===== config.mk =====
export PLATFORM = sky130hd
export DESIGN_NAME = weighted_disparity_decimator
export DESIGN_NICKNAME = d
export VERILOG_FILES = /design/src/rtl/weighted_disparity_decimator.sv
export SDC_FILE = /design/constraint.sdc
export NUM_CORES = 1
export LEC_CHECK = 0
export CELL_PAD_IN_SITES_DETAIL_PLACEMENT = 0
export CELL_PAD_IN_SITES_GLOBAL_PLACEMENT = 1
export CORE_MARGIN = 3
export CORE_UTILIZATION = 54
export CTS_BUF_LIST = sky130_fd_sc_hd__clkbuf_8 sky130_fd_sc_hd__clkbuf_16
export CTS_CLUSTER_DIAMETER = 30
export DETAILED_ROUTE_END_ITERATION = 10
export DONT_BUFFER_PORTS = 1
export GPL_TIMING_DRIVEN = 0
export PLACE_DENSITY_LB_ADDON = 0.1
export REMOVE_ABC_BUFFERS = 1
export SLEW_MARGIN = 15
export SYNTH_ARGS = -nofsm -noshare
export SYNTH_HDL_FRONTEND = slang
export SYNTH_SLANG_ARGS = --single-unit

===== constraint.sdc =====
create_clock -name clk -period 10.3 [get_ports clk]
set_input_delay 1.03 -clock clk [delete_from_list [all_inputs] [get_ports clk]]
set_output_delay 1.03 -clock clk [all_outputs]
set_load 0.02 [all_outputs]

===== src/rtl/weighted_disparity_decimator.sv =====
// weighted_disparity_decimator
// Accumulates the count of unmasked pixels over each group of DEC_FACTOR mask
// columns, scales the final beat's confidence by that fraction, applies the
// confidence threshold and emits disparity x scaled confidence through a
// two-stage valid/ready pipeline.
module weighted_disparity_decimator #(
    parameter int DISP_BITS   = 5,
    parameter int CONF_BITS   = 8,
    parameter int DEC_FACTOR  = 2,
    parameter int CONF_THRESH = 0
) (
    input  logic                           clk,
    input  logic                           reset,
    input  logic                           flush,
    input  logic [DEC_FACTOR-1:0]          mask_in,
    input  logic [DISP_BITS-1:0]           disp_in,
    input  logic [CONF_BITS-1:0]           conf_in,
    input  logic                           in_valid,
    output logic                           in_ready,
    output logic [DISP_BITS+CONF_BITS-1:0] disp_conf_out,
    output logic [CONF_BITS-1:0]           conf_out,
    output logic                           out_valid,
    input  logic                           out_ready
);

    localparam int CNT_W  = $clog2(DEC_FACTOR);
    localparam int ACC_W  = $clog2(DEC_FACTOR * DEC_FACTOR + 1);
    localparam int SHIFT  = $clog2(DEC_FACTOR * DEC_FACTOR);
    localparam int PROD_W = CONF_BITS + ACC_W;
    localparam int DC_W   = DISP_BITS + CONF_BITS;
    // One guard bit for the threshold and one for the borrow of the compare
    localparam int CMP_W  = CONF_BITS + 2;

    // Stage 0: group accumulator
    logic [CNT_W-1:0]     cnt_q, cnt_d;
    logic [ACC_W-1:0]     acc_q, acc_d;
    logic [ACC_W-1:0]     zeros;
    logic [ACC_W-1:0]     group_count;

    // Stage 1: completed group waiting for arithmetic
    logic                 s1_valid_q;
    logic [ACC_W-1:0]     s1_count_q;
    logic [DISP_BITS-1:0] s1_disp_q;
    logic [CONF_BITS-1:0] s1_conf_q;

    // Stage 2: output registers
    logic                 out_valid_q;
    logic [CONF_BITS-1:0] conf_q;
    logic [DC_W-1:0]      dc_q;

    // Handshake and arithmetic intermediates
    logic                 adv1, adv2;
    logic                 accept;
    logic                 last_beat;
    logic                 push;
    logic [PROD_W-1:0]    prod;
    logic [CONF_BITS-1:0] conf_scaled;
    logic [CMP_W-1:0]     thr_diff;
    logic                 below_thresh;
    logic [CONF_BITS-1:0] conf_w_d;
    logic [DC_W-1:0]      dc_d;

    // Pipeline advance conditions; input acceptance is purely combinational
    always_comb begin
        adv2      = !out_valid_q || out_ready;
        adv1      = !s1_valid_q || adv2;
        in_ready  = adv1;
        accept    = in_valid && adv1;
        last_beat = (cnt_q == CNT_W'(DEC_FACTOR - 1));
        // A flushed beat is discarded, so it can never complete a group
        push      = accept && last_beat && !flush;
    end

    // Count unmasked (zero) pixels in the current mask column
    always_comb begin
        zeros = '0;
        for (int unsigned i = 0; i < DEC_FACTOR; i++) begin
            zeros = zeros + ACC_W'(!mask_in[i]);
        end
        group_count = acc_q + zeros;
    end

    // Next-state for the accumulator: flush wins over any accepted beat
    always_comb begin
        acc_d = acc_q;
        cnt_d = cnt_q;
        if (flush) begin
            acc_d = '0;
            cnt_d = '0;
        end else if (accept) begin
            if (last_beat) begin
                acc_d = '0;
                cnt_d = '0;
            end else begin
                acc_d = group_count;
                cnt_d = cnt_q + CNT_W'(1);
            end
        end
    end

    // Accumulator and beat counter registers
    always_ff @(posedge clk or negedge reset) begin
        if (!reset) begin
            acc_q <= '0;
            cnt_q <= '0;
        end else begin
            acc_q <= acc_d;
            cnt_q <= cnt_d;
        end
    end

    // Confidence scaling, threshold and disparity product on the stage-1 data
    always_comb begin
        prod         = PROD_W'(s1_conf_q) * PROD_W'(s1_count_q);
        // count <= D*D, so the shifted product always fits CONF_BITS
        conf_scaled  = CONF_BITS'(prod >> SHIFT);
        thr_diff     = CMP_W'(conf_scaled) - CMP_W'(CONF_THRESH);
        below_thresh = thr_diff[CMP_W-1];
        conf_w_d     = below_thresh ? '0 : conf_scaled;
        dc_d         = DC_W'(s1_disp_q) * DC_W'(conf_w_d);
    end

    // Stage 1: capture a completed group, release it when stage 2 advances
    always_ff @(posedge clk or negedge reset) begin
        if (!reset) begin
            s1_valid_q <= 1'b0;
            s1_count_q <= '0;
            s1_disp_q  <= '0;
            s1_conf_q  <= '0;
        end else if (push) begin
            s1_valid_q <= 1'b1;
            s1_count_q <= group_count;
            s1_disp_q  <= disp_in;
            s1_conf_q  <= conf_in;
        end else if (adv2) begin
            s1_valid_q <= 1'b0;
        end
    end

    // Stage 2: output registers, held while the consumer stalls
    always_ff @(posedge clk or negedge reset) begin
        if (!reset) begin
            out_valid_q <= 1'b0;
            conf_q      <= '0;
            dc_q        <= '0;
        end else if (adv2) begin
            out_valid_q <= s1_valid_q;
            if (s1_valid_q) begin
                conf_q <= conf_w_d;
                dc_q   <= dc_d;
            end
        end
    end

    assign out_valid     = out_valid_q;
    assign conf_out      = conf_q;
    assign disp_conf_out = dc_q;

endmodule


==> metrics.md, run 1 <==
| Metric | Value |
|---|---|
| Status | completed |
| Most common cell on crit path | fa_1 |
| CP cell instances | nand2_1, fa_1, inv_1, ha_1, fa_1, a21o_1, a311oi_2, nand4_1, o311ai_0, fa_1, fa_1, ha_1, ha_1, and4_1, a21o_1, or4_1, nand3_1 |
| Number of synthesized flops with an enable pin | 0 |
| Final net count | 490 |
| Die X-Extent | 91.6 um |
| Layout Area Growth over Synthesis | 2.12% |
| Internal | 0.616 mW |
| P per Cell Area | 307 nW/um2 |
| Worst Path Required | 10.55 ns |
| Setup TNS after final layout | 0 ns |
| Gate power share | 64.4% |
| CP endpoint kind | register |
| Max rail drop VDD | 109 uV |
| Max stage delay on crit path | 0.72 ns |
| Initial antenna violation count | 0 |
| Setup ws final | 4.37 ns |
| Final Total Pwr | 1.24 mW |
| Worst-skew pair later-pin latency | 0.31 ns |
| Crit-path leading delay family | adder cells |
| Buf/Inv on CP | 1 |
| Pre-CTS setup slack | 4.41 ns |
| Root Driver | clkbuf_8 |
| CP Data Arrival Time | 6.17 ns |
| Multi-input logic area | 2610 um2 |
| Final wirelength | 7640 um |
| Post-synth top area share | 27.2% |
| # resized after CTS | 0 |
| Total Die Area | 8400 um2 |
| Worst Hold Class | input pin to asynchronous set/reset pin |
| CP Launch Type | register |
| # diodes | 0 |
| Final number of setup-violating endpoints | 0 |
| NetSw | 0.626 mW |
| DP HPWL | 5880 um |
| Initial Util | 57.0% |
| Final Cycle Share | 57.6% |
| Avg Cell Area, Syn | 9.19 um2 |
| Slew margin rel. | 39.2% |
| Sequential area share after synthesis | 27.2% |
| # DRC | 0 |
| CTS tree | yes |
| Max clock buf depth | 2 |
| # H-tree levels | 2 |
| Vias | 2921 |
| CP max FO | 12 |
| Reg power frac | 26.0% |
| Cts hold-fix bufs | 0 |
| Drt pass-1 iters | 4 |
| Synth warn | 0 |
| Vias in the first global route | 2930 |
| PortBufs | 0 |
| Avg WL per Cell | 14.9 um |
| Setup Skew | 0.00990 ns |
| Final Hold Viols | 0 |
| Top post-synthesis cells by area | dfrtp_1 27%, fa_1 13%, ha_1 9.5% |
| Clk pwr share | 9.6% |
| Setup Fix Bufs, Post-CTS | 0 |
| Worst slew pin tran | 0.907 ns |
| Slowest-stage cell, CP | a311oi_2 |
| Detail Route Antenna Nets | 0 |
| GRT overflow | 0 |
| Clock Sinks | 43 |
| Minimum clock period after layout | 5.93 ns |
| FMAX | 169 MHz |
| Total Routing Usage GR | 19.7% |
| First-pass GRT wire length | 13700 um |
| Storage element area | 1080 um2 |
| RSZ-0062 raised after global routing | no |
| Most used DFF post-synth | dfrtp_1 |
| Slew Limit Fails | 0 |
| IO Pins | 43 |
| Core region area | 6940 um2 |
| Fillers | 641 |
| RD Place Congestion | 0.781 |
| Crit path kind | register to register |
| Synth area leader | dfrtp_1 |
| Post-layout util | 58.2% |
| Die Ht | 91.6 um |
| Sw frac | 50.4% |
| Share of post-route cells with drive strength above 1 | 8.67% |
| Synthesized area | 3960 um2 |
| Leakage | 1.96 nW |
| DR iter-0 viols | 94 |
| Hold Slack | 0.403 ns |
| CTS clk-pin slew, worst paths | 0.09 ns |
| Core Rows | 30 |
| Seq cells post-synth | 43 |
| Synth Instances | 431 |
| Asr flop ratio synth | 100% |
| Unique cell type count in the Yosys netlist | 62 |
| Vias per inst | 5.72 |
| Largest net degree at the start of global routing | 44 |
| CTS Buf Count | 5 |
| Max-Cap Viols | 0 |
-- placed cells by master (no fill, tap or decap), types with 3 or more instances in the layout --
cell type,count
nand2_1,74
a21oi_1,11
a21o_1,6
ha_1,30
a31oi_1,4
nor2b_1,6
clkbuf_8,6
nor2_1,8
mux2_2,16
nor3b_1,6
o211ai_1,3
dfrtp_1,43
o311ai_0,3
inv_1,36
o21ai_0,21
nand3_1,7
o21a_1,3
nor3_1,5
and2_1,21
o311a_1,4
xnor2_1,5
xor2_1,4
nand2b_1,7
fa_1,26
mux2i_1,5
a21boi_0,3
nand4_1,9
-- cell families (layout without fill, tap and decap cells) --
group	Yosys count	count (layout)	synth area share (%)
AO/OA/AOI/OAI	79	79	14.2
XOR/XNOR	9	9	1.99
adder cells (fa/ha/maj)	56	56	22.6
buffers and inverters	61	45	6.92
flip-flops	43	43	27.2
multiplexers	22	22	6.19
AND/OR/NAND/NOR	161	161	20.9
-- layout make-up --
class | count | share of cell area (%)
clock buffers | 6 | 2.04
clock inverters | 2 | 0.402
inverters | 37 | 3.43
well taps | 96 | 2.97
flip-flops and latches | 43 | 26.6
multi-input cells | 327 | 64.5
-- path summary, 6_finish.rpt --
kind                                           start                             to  slack (ns)  cells after the start
max reg2reg                s1_count_q[2]$_DFFE_PN0P_  disp_conf_out[10]$_DFFE_PN0P_        4.37                     17
max                        s1_count_q[2]$_DFFE_PN0P_  disp_conf_out[10]$_DFFE_PN0P_        4.37                     17
min                                            reset  disp_conf_out[11]$_DFFE_PN0P_        0.40                      0
min in group clk                acc_q[0]$_DFFE_PN0P_           acc_q[0]$_DFFE_PN0P_        0.49                      2
min reg2reg                     acc_q[0]$_DFFE_PN0P_           acc_q[0]$_DFFE_PN0P_        0.49                      2
max in group asynchronous                      reset       s1_conf_q[6]$_DFFE_PN0P_        9.77                      0
-- state kept, by name (all words and copies together), names as in the netlist --
register,flops
disp_conf_out,13
conf_out,8
s1_conf_q,8
s1_disp_q,5
acc_q,3
s1_count_q,3
cnt_q,1
out_valid,1
s1_valid_q,1
-- per-stage QoR --
stage,cells,cell area [um2]
2_1_floorplan,407,3820
6_report,511,4040
3_3_place_gp,503,3950
4_1_cts,511,4040
5_1_grt,511,4040
3_5_place_dp,503,3950
-- synth_stat cells, types with 7 or more instances --
cell / n
dfrtp_1: 43
nand3_1: 7
buf_2: 7
ha_1: 30
inv_1: 36
clkbuf_1: 8
and2_1: 21
nor2_1: 8
nand4_1: 9
nand2_1: 74
mux2_2: 16
nand2b_1: 7
a21oi_1: 11
fa_1: 26
o21ai_0: 21
-- power groups by stage --
stage | logic, mW | clock network [mW] | registers, mW
6_report | 0.800 | 0.120 | 0.323
5_1_grt | 0.941 | 0.129 | 0.333
4_1_cts | 0.810 | 0.123 | 0.325
3_5_place_dp | 0.804 | 0 | 0.328
3_3_place_gp | 0.785 | 0 | 0.326
2_1_floorplan | 0.655 | 0 | 0.307
-- per-layer routing --
layer	vias to the layer above	wire length, um	global-route usage [%]
li1	1452	-	-
met1	1420	3630	26.5
met2	41	3730	33.5
met3	8	209	3.12
met4	0	73	4.15
met5	-	0	0
Note: power is estimated with default switching activity, not from simulation.
==> run 2, diff against run 1 <==
--- a/config.mk
+++ b/config.mk
@@ -8,7 +8,7 @@
 export CELL_PAD_IN_SITES_DETAIL_PLACEMENT = 0
 export CELL_PAD_IN_SITES_GLOBAL_PLACEMENT = 1
 export CORE_MARGIN = 3
-export CORE_UTILIZATION = 54
+export CORE_UTILIZATION = 50
 export CTS_BUF_LIST = sky130_fd_sc_hd__clkbuf_8 sky130_fd_sc_hd__clkbuf_16
 export CTS_CLUSTER_DIAMETER = 30
 export DETAILED_ROUTE_END_ITERATION = 10
==> constraint.sdc (replaced) <==
create_clock -name clk -period 6.1 [get_ports clk]
set_input_delay 0.61 -clock clk [delete_from_list [all_inputs] [get_ports clk]]
set_output_delay 0.61 -clock clk [all_outputs]
set_load 0.02 [all_outputs]
==> metrics.md, run 2 (synthesized netlist as in run 1, its figures left out) <==
| Metric | Value |
|---|---|
| # H-tree levels | 2 (unchanged) |
| GR Util met2 | 31.7% (was 33.5%) |
| Largest net degree at the start of global routing | 44 (unchanged) |
| Max-Cap Viols | 0 (unchanged) |
| Initial Util | 53.2% (was 57.0%) |
| GR Layer Usage met1 | 25.1% (was 26.5%) |
| Setup Skew | 0.00888 ns (was 0.00990 ns) |
| CTS Buf Count | 5 (unchanged) |
| Max rail drop VDD | 208 uV (was 109 uV) |
| Leakage | 2.00 nW (was 1.96 nW) |
| Die Ht | 95.0 um (was 91.6 um) |
| CTS clk-pin slew, worst paths | 0.09 ns (about the same) |
| Sw frac | 49.6% (was 50.4%) |
| RD Place Congestion | 0.791 (was 0.781) |
| Internal | 1.08 mW (was 0.616 mW) |
| RSZ-0062 raised after global routing | no (unchanged) |
| Most common cell after layout, fill and taps aside | nand2_1 (unchanged) |
| Detail Route Antenna Nets | 0 (unchanged) |
| Final net count | 494 (was 490) |
| Grt peak-use layer | met2 (unchanged) |
| Multi-input logic area | 2620 um2 (was 2610 um2) |
| Worst Hold Class | input pin to asynchronous set/reset pin (unchanged) |
| Core region area | 7450 um2 (was 6940 um2) |
| Commonest non-fill, non-tap cells in the layout | 74 x nand2_1, 43 x dfrtp_1, 36 x inv_1, 30 x ha_1, 26 x fa_1 (unchanged) |
| Reg power frac | 25.4% (was 26.0%) |
| Initial antenna violation count | 0 (unchanged) |
| First-pass GRT wire length | 13400 um (was 13700 um) |
| Worst-skew pair later-pin latency | 0.30 ns (was 0.31 ns) |
| Root Driver | clkbuf_8 (unchanged) |
| CP max FO | 9 (was 12) |
| Total Die Area | 9020 um2 (was 8400 um2) |
| # DRC | 0 (unchanged) |
| CTS tree | yes (unchanged) |
| Gate power share | 63.4% (was 64.4%) |
| Total Routing Usage GR | 18.6% (was 19.7%) |
| NetSw | 1.07 mW (was 0.626 mW) |
| Avg WL per Cell | 14.9 um (about the same) |
| Fillers | 674 (was 641) |
| Final Cycle Share | 92.6% (was 57.6%) |
| Max clock buf depth | 2 (unchanged) |
| GRT overflow | 0 (unchanged) |
| PortBufs | 0 (unchanged) |
| Worst Path Required | 6.34 ns (was 10.55 ns) |
| Status | completed (unchanged) |
| Vias | 2958 (was 2921) |
| DP HPWL | 5940 um (was 5880 um) |
| Setup TNS after final layout | 0 ns (unchanged) |
| Vias in the first global route | 2880 (was 2930) |
| # diodes | 0 (unchanged) |
| Storage element area | 1080 um2 (unchanged) |
| Layout Area Growth over Synthesis | 4.33% (was 2.12%) |
| CP Launch Type | register (unchanged) |
| Core Rows | 31 (was 30) |
| Post-layout util | 55.5% (was 58.2%) |
| Share of post-route cells with drive strength above 1 | 9.55% (was 8.67%) |
| Max reg flops | 13 (unchanged) |
| Final Hold Viols | 0 (unchanged) |
| Final wirelength | 7740 um (was 7640 um) |
| Clock Sinks | 43 (unchanged) |
| Drt pass-1 iters | 4 (unchanged) |
| Clk pwr share | 11.3% (was 9.6%) |
| P per Cell Area | 521 nW/um2 (was 307 nW/um2) |
| Vias per inst | 5.71 (was 5.72) |
| Die X-Extent | 95.0 um (was 91.6 um) |
| Crit path kind | register to register (unchanged) |
| Slew Limit Fails | 0 (unchanged) |
| Minimum clock period after layout | 5.65 ns (was 5.93 ns) |
| FMAX | 177 MHz (was 169 MHz) |
| Worst slew pin tran | 0.892 ns (was 0.907 ns) |
| IO Pins | 43 (unchanged) |
| DR iter-0 viols | 69 (was 94) |
| Final Total Pwr | 2.15 mW (was 1.24 mW) |
| Met3 Use GR | 3.27% (was 3.12%) |
| CP endpoint kind | register (unchanged) |
| Final number of setup-violating endpoints | 0 (unchanged) |
| Slew margin rel. | 40.2% (was 39.2%) |
| CP Data Arrival Time | 5.89 ns (was 6.17 ns) |
## run 2: cell types whose count changed in the layout (fill, tap and decap cells not counted), sizes merged
cell / before / now
clkinv: 2 / 1
bufinv: 0 / 1
clkinvlp: 1 / 0
inv: 36 / 37
buf: 0 / 4
## run 2: layer usage
layer  vias to the layer above  part of all wire, %
li1                       1464                    -
met2                        51                   49
met5                         -                    0
met1                      1439                   47
met4                         0                 0.62
met3                         4                  3.5
## run 2: repair_timing
action                                  in CTS  in global routing
endpoints found under the hold margin       43                  0
buffers inserted                             0                  3
hold buffers                                 1                  0
resized for setup                            0                  1
endpoints found under the setup margin       0                  4
## run 2: cell type report
| type | instances | area share, % |
|---|---|---|
| clock buffer | 6 | 2.00 |
| clock inverter | 2 | 0.939 |
| inverter | 37 | 3.36 |
| multi-input combinational | 327 | 63.4 |
| sequential | 43 | 26.0 |
| tap | 99 | 3.00 |
| timing repair buffer | 4 | 1.21 |
## run 2: metrics by stage
step           std cells  worst slack [ns]  hold WS, ns  cell area [um2]
4_1_cts              515             0.194        0.140             4100
3_5_place_dp         506             0.212        0.316             3950
6_report             518             0.449        0.123             4130
2_1_floorplan        407             0.706        0.314             3820
5_1_grt              518            0.0504        0.146             4130
3_3_place_gp         506             0.284        0.316             3950
## run 2: path summary, 6_finish.rpt
path,start,to,slack [ns],depth (start not counted)
min,reset,disp_conf_out[11]$_DFFE_PN0P_,0.12,1
max,s1_count_q[2]$_DFFE_PN0P_,disp_conf_out[10]$_DFFE_PN0P_,0.45,17
min reg2reg,acc_q[0]$_DFFE_PN0P_,acc_q[0]$_DFFE_PN0P_,0.49,2
max in group asynchronous,reset,s1_conf_q[6]$_DFFE_PN0P_,5.74,1
max reg2reg,s1_count_q[2]$_DFFE_PN0P_,disp_conf_out[10]$_DFFE_PN0P_,0.45,17
min in group clk,flush,cnt_q$_DFFE_PN0P_,0.36,1
## run 2: critical path, cell delays in order, from the launching register on
cell      delay, ns
dfrtp_1        0.52
nand2_1        0.13
fa_1           0.54
inv_1          0.04
ha_1           0.23
fa_1           0.41
a21o_1         0.23
a21oi_1        0.18
xnor2_1        0.27
and2_1         0.22
fa_1           0.46
fa_1           0.53
fa_1           0.49
ha_1           0.37
a21oi_1        0.22
a21boi_0       0.13
or4_1          0.52
nand3_1        0.10
## run 2: power by group through the flow
stage	Combinational, mW	Sequential (mW)	Clock (mW)
after floorplan	1.11	0.519	0
after global placement	1.33	0.551	0
after detailed placement	1.35	0.556	0
after CTS	1.37	0.549	0.256
after global routing	1.58	0.566	0.261
final	1.36	0.546	0.242
==> run 3, diff against run 2 <==
--- a/config.mk
+++ b/config.mk
@@ -8,8 +8,8 @@
 export CELL_PAD_IN_SITES_DETAIL_PLACEMENT = 0
 export CELL_PAD_IN_SITES_GLOBAL_PLACEMENT = 1
 export CORE_MARGIN = 3
-export CORE_UTILIZATION = 50
-export CTS_BUF_LIST = sky130_fd_sc_hd__clkbuf_8 sky130_fd_sc_hd__clkbuf_16
+export CORE_UTILIZATION = 51
+export CTS_BUF_LIST = sky130_fd_sc_hd__clkbuf_8
 export CTS_CLUSTER_DIAMETER = 30
 export DETAILED_ROUTE_END_ITERATION = 10
 export DONT_BUFFER_PORTS = 1
==> metrics.md, run 3 (synthesized netlist as in run 1, its figures left out) <==
| Metric | Value |
|---|---|
| Status | completed (unchanged) |
| Slew margin rel. | 41.2% (was 40.2%) |
| CTS Buf Count | 5 (unchanged) |
| Final wirelength | 7820 um (was 7740 um) |
| Final Cycle Share | 92.3% (was 92.6%) |
| Final Hold Viols | 0 (unchanged) |
| Setup TNS after final layout | 0 ns (unchanged) |
| Setup Skew | 0.00790 ns (was 0.00888 ns) |
| Minimum clock period after layout | 5.63 ns (was 5.65 ns) |
| DP HPWL | 5890 um (was 5940 um) |
| Root Driver | clkbuf_8 (unchanged) |
| First-pass GRT wire length | 13600 um (was 13400 um) |
| IO Pins | 43 (unchanged) |
| Reg2reg start | s1_count_q[2]$_DFFE_PN0P_ (unchanged) |
| Final number of setup-violating endpoints | 0 (unchanged) |
| CP Launch Type | register (unchanged) |
| FF-to-FF path depth | 17 (unchanged) |
| P per Cell Area | 511 nW/um2 (was 521 nW/um2) |
| Final net count | 495 (was 494) |
| Crit Reg-Reg Endpoint | disp_conf_out[10]$_DFFE_PN0P_ (unchanged) |
| PortBufs | 0 (unchanged) |
| Vias | 2914 (was 2958) |
| Clock Sinks | 43 (unchanged) |
| Worst Hold Class | input pin to asynchronous set/reset pin (unchanged) |
| Share of post-route cells with drive strength above 1 | 9.76% (was 9.55%) |
| Setup crit start | s1_count_q[2]$_DFFE_PN0P_ (unchanged) |
| # DRC | 0 (unchanged) |
| Vias in the first global route | 2838 (was 2880) |
| RD Place Congestion | 0.795 (was 0.791) |
| Most common cell after layout, fill and taps aside | nand2_1 (unchanged) |
| Setup ws final | 0.467 ns (was 0.449 ns) |
| # H-tree levels | 2 (unchanged) |
| Core Rows | 31 (unchanged) |
| Drt pass-1 iters | 4 (unchanged) |
| Worst Path Required | 6.33 ns (was 6.34 ns) |
| Initial antenna violation count | 0 (unchanged) |
| Total Die Area | 8860 um2 (was 9020 um2) |
| Core region area | 7410 um2 (was 7450 um2) |
| Total Routing Usage GR | 19.1% (was 18.6%) |
| # diodes | 0 (unchanged) |
| CTS clk-pin slew, worst paths | 0.09 ns (about the same) |
| Initial Util | 53.5% (was 53.2%) |
| Hold Slack | 0.135 ns (was 0.123 ns) |
| GRT overflow | 0 (unchanged) |
| Final Total Pwr | 2.10 mW (was 2.15 mW) |
| Largest net degree at the start of global routing | 44 (unchanged) |
| Worst slew pin tran | 0.877 ns (was 0.892 ns) |
| Crit path kind | register to register (unchanged) |
| Avg WL per Cell | 15.1 um (was 14.9 um) |
| Max rail drop VDD | 215 uV (was 208 uV) |
| Max-Cap Viols | 0 (unchanged) |
| Worst-skew pair later-pin latency | 0.30 ns (about the same) |
| Max reg flops | 13 (unchanged) |
| FMAX | 178 MHz (was 177 MHz) |
| Pre-CTS setup slack | 0.191 ns (was 0.212 ns) |
| Setup slack, reg-to-reg | 0.47 ns (was 0.45 ns) |
| CP max FO | 9 (unchanged) |
| RSZ-0062 raised after global routing | no (unchanged) |
| DR iter-0 viols | 75 (was 69) |
| Leakage | 1.99 nW (was 2.00 nW) |
| Die X-Extent | 94.1 um (was 95.0 um) |
| Fillers | 717 (was 674) |
| Max clock buf depth | 2 (unchanged) |
| Slew Limit Fails | 0 (unchanged) |
| CP Data Arrival Time | 5.87 ns (was 5.89 ns) |
| Commonest non-fill, non-tap cells in the layout | 74 x nand2_1, 43 x dfrtp_1, 36 x inv_1, 30 x ha_1, 26 x fa_1 (unchanged) |
| CP endpoint kind | register (unchanged) |
| Detail Route Antenna Nets | 0 (unchanged) |
| Vias per inst | 5.61 (was 5.71) |
| Layout Area Growth over Synthesis | 3.95% (was 4.33%) |
| CTS tree | yes (unchanged) |
| Die Ht | 94.1 um (was 95.0 um) |
==> run 3: worst max-delay path by stage <==
stage	endpoint	slack, ns	cells past startpoint
final	disp_conf_out[10]$_DFFE_PN0P_	0.47	17
after global routing	disp_conf_out[10]$_DFFE_PN0P_	0.13	17
after CTS	disp_conf_out[10]$_DFFE_PN0P_	0.18	17
after detailed placement	disp_conf_out[10]$_DFFE_PN0P_	0.19	17
after global placement	disp_conf_out[10]$_DFFE_PN0P_	0.28	17
after floorplan	disp_conf_out[10]$_DFFE_PN0P_	0.71	17
==> run 3: where the power goes <==
part / switching (mW) / leakage (nW) / internal (mW)
sequential: 0.170 / 0.551 / 0.376
combinational: 0.782 / 1.39 / 0.573
clock: 0.108 / 0.0474 / 0.0926
total: 1.06 / 1.99 / 1.04
==> run 3: stage by stage <==
stage          area [um2]  utilization, %  std cells
2_1_floorplan        3820               -        407
3_3_place_gp         3950            53.3        506
3_5_place_dp         3950            53.3        506
4_1_cts              4080            55.0        515
5_1_grt              4120            55.6        519
6_report             4120            55.6        519
==> run 3: critical path: stages (launching register included) <==
cell and delay (ns):
dfrtp_1 0.53, nand2_1 0.13, fa_1 0.54, inv_1 0.04, ha_1 0.24, fa_1 0.41, a21o_1 0.23, a21oi_1 0.18
xnor2_1 0.26, and2_1 0.22, fa_1 0.45, fa_1 0.52, fa_1 0.44, ha_1 0.39, and4_1 0.24, a21o_1 0.18
or4_1 0.46, nand3_1 0.09
==> run 3: layout make-up <==
type | instances | area, um2 | share of cell area (%)
multi-input combinational | 327 | 2620 | 63.7
tap | 99 | 124 | 3.01
clock buffer | 6 | 82.6 | 2.01
inverter | 37 | 139 | 3.37
timing repair buffer | 5 | 57.6 | 1.40
clock inverter | 2 | 16.3 | 0.395
sequential | 43 | 1080 | 26.1
==> run 3: metal layers <==
metal  up-vias  wire length, um  GRT usage, %  share of wire (%)
met2        36             3790          31.8                 49
met3         6              196          2.96                2.5
li1       1461                -             -                  -
met1      1411             3750          26.0                 48
met4         0               74          4.93               0.95
met5         -                0             0                  0
==> run 3: timing repair <==
item,CTS,global route
hold buffers,1,0
buffers inserted,0,4
endpoints found under the setup margin,0,4
endpoints found under the hold margin,43,0
gates resized for setup,0,1
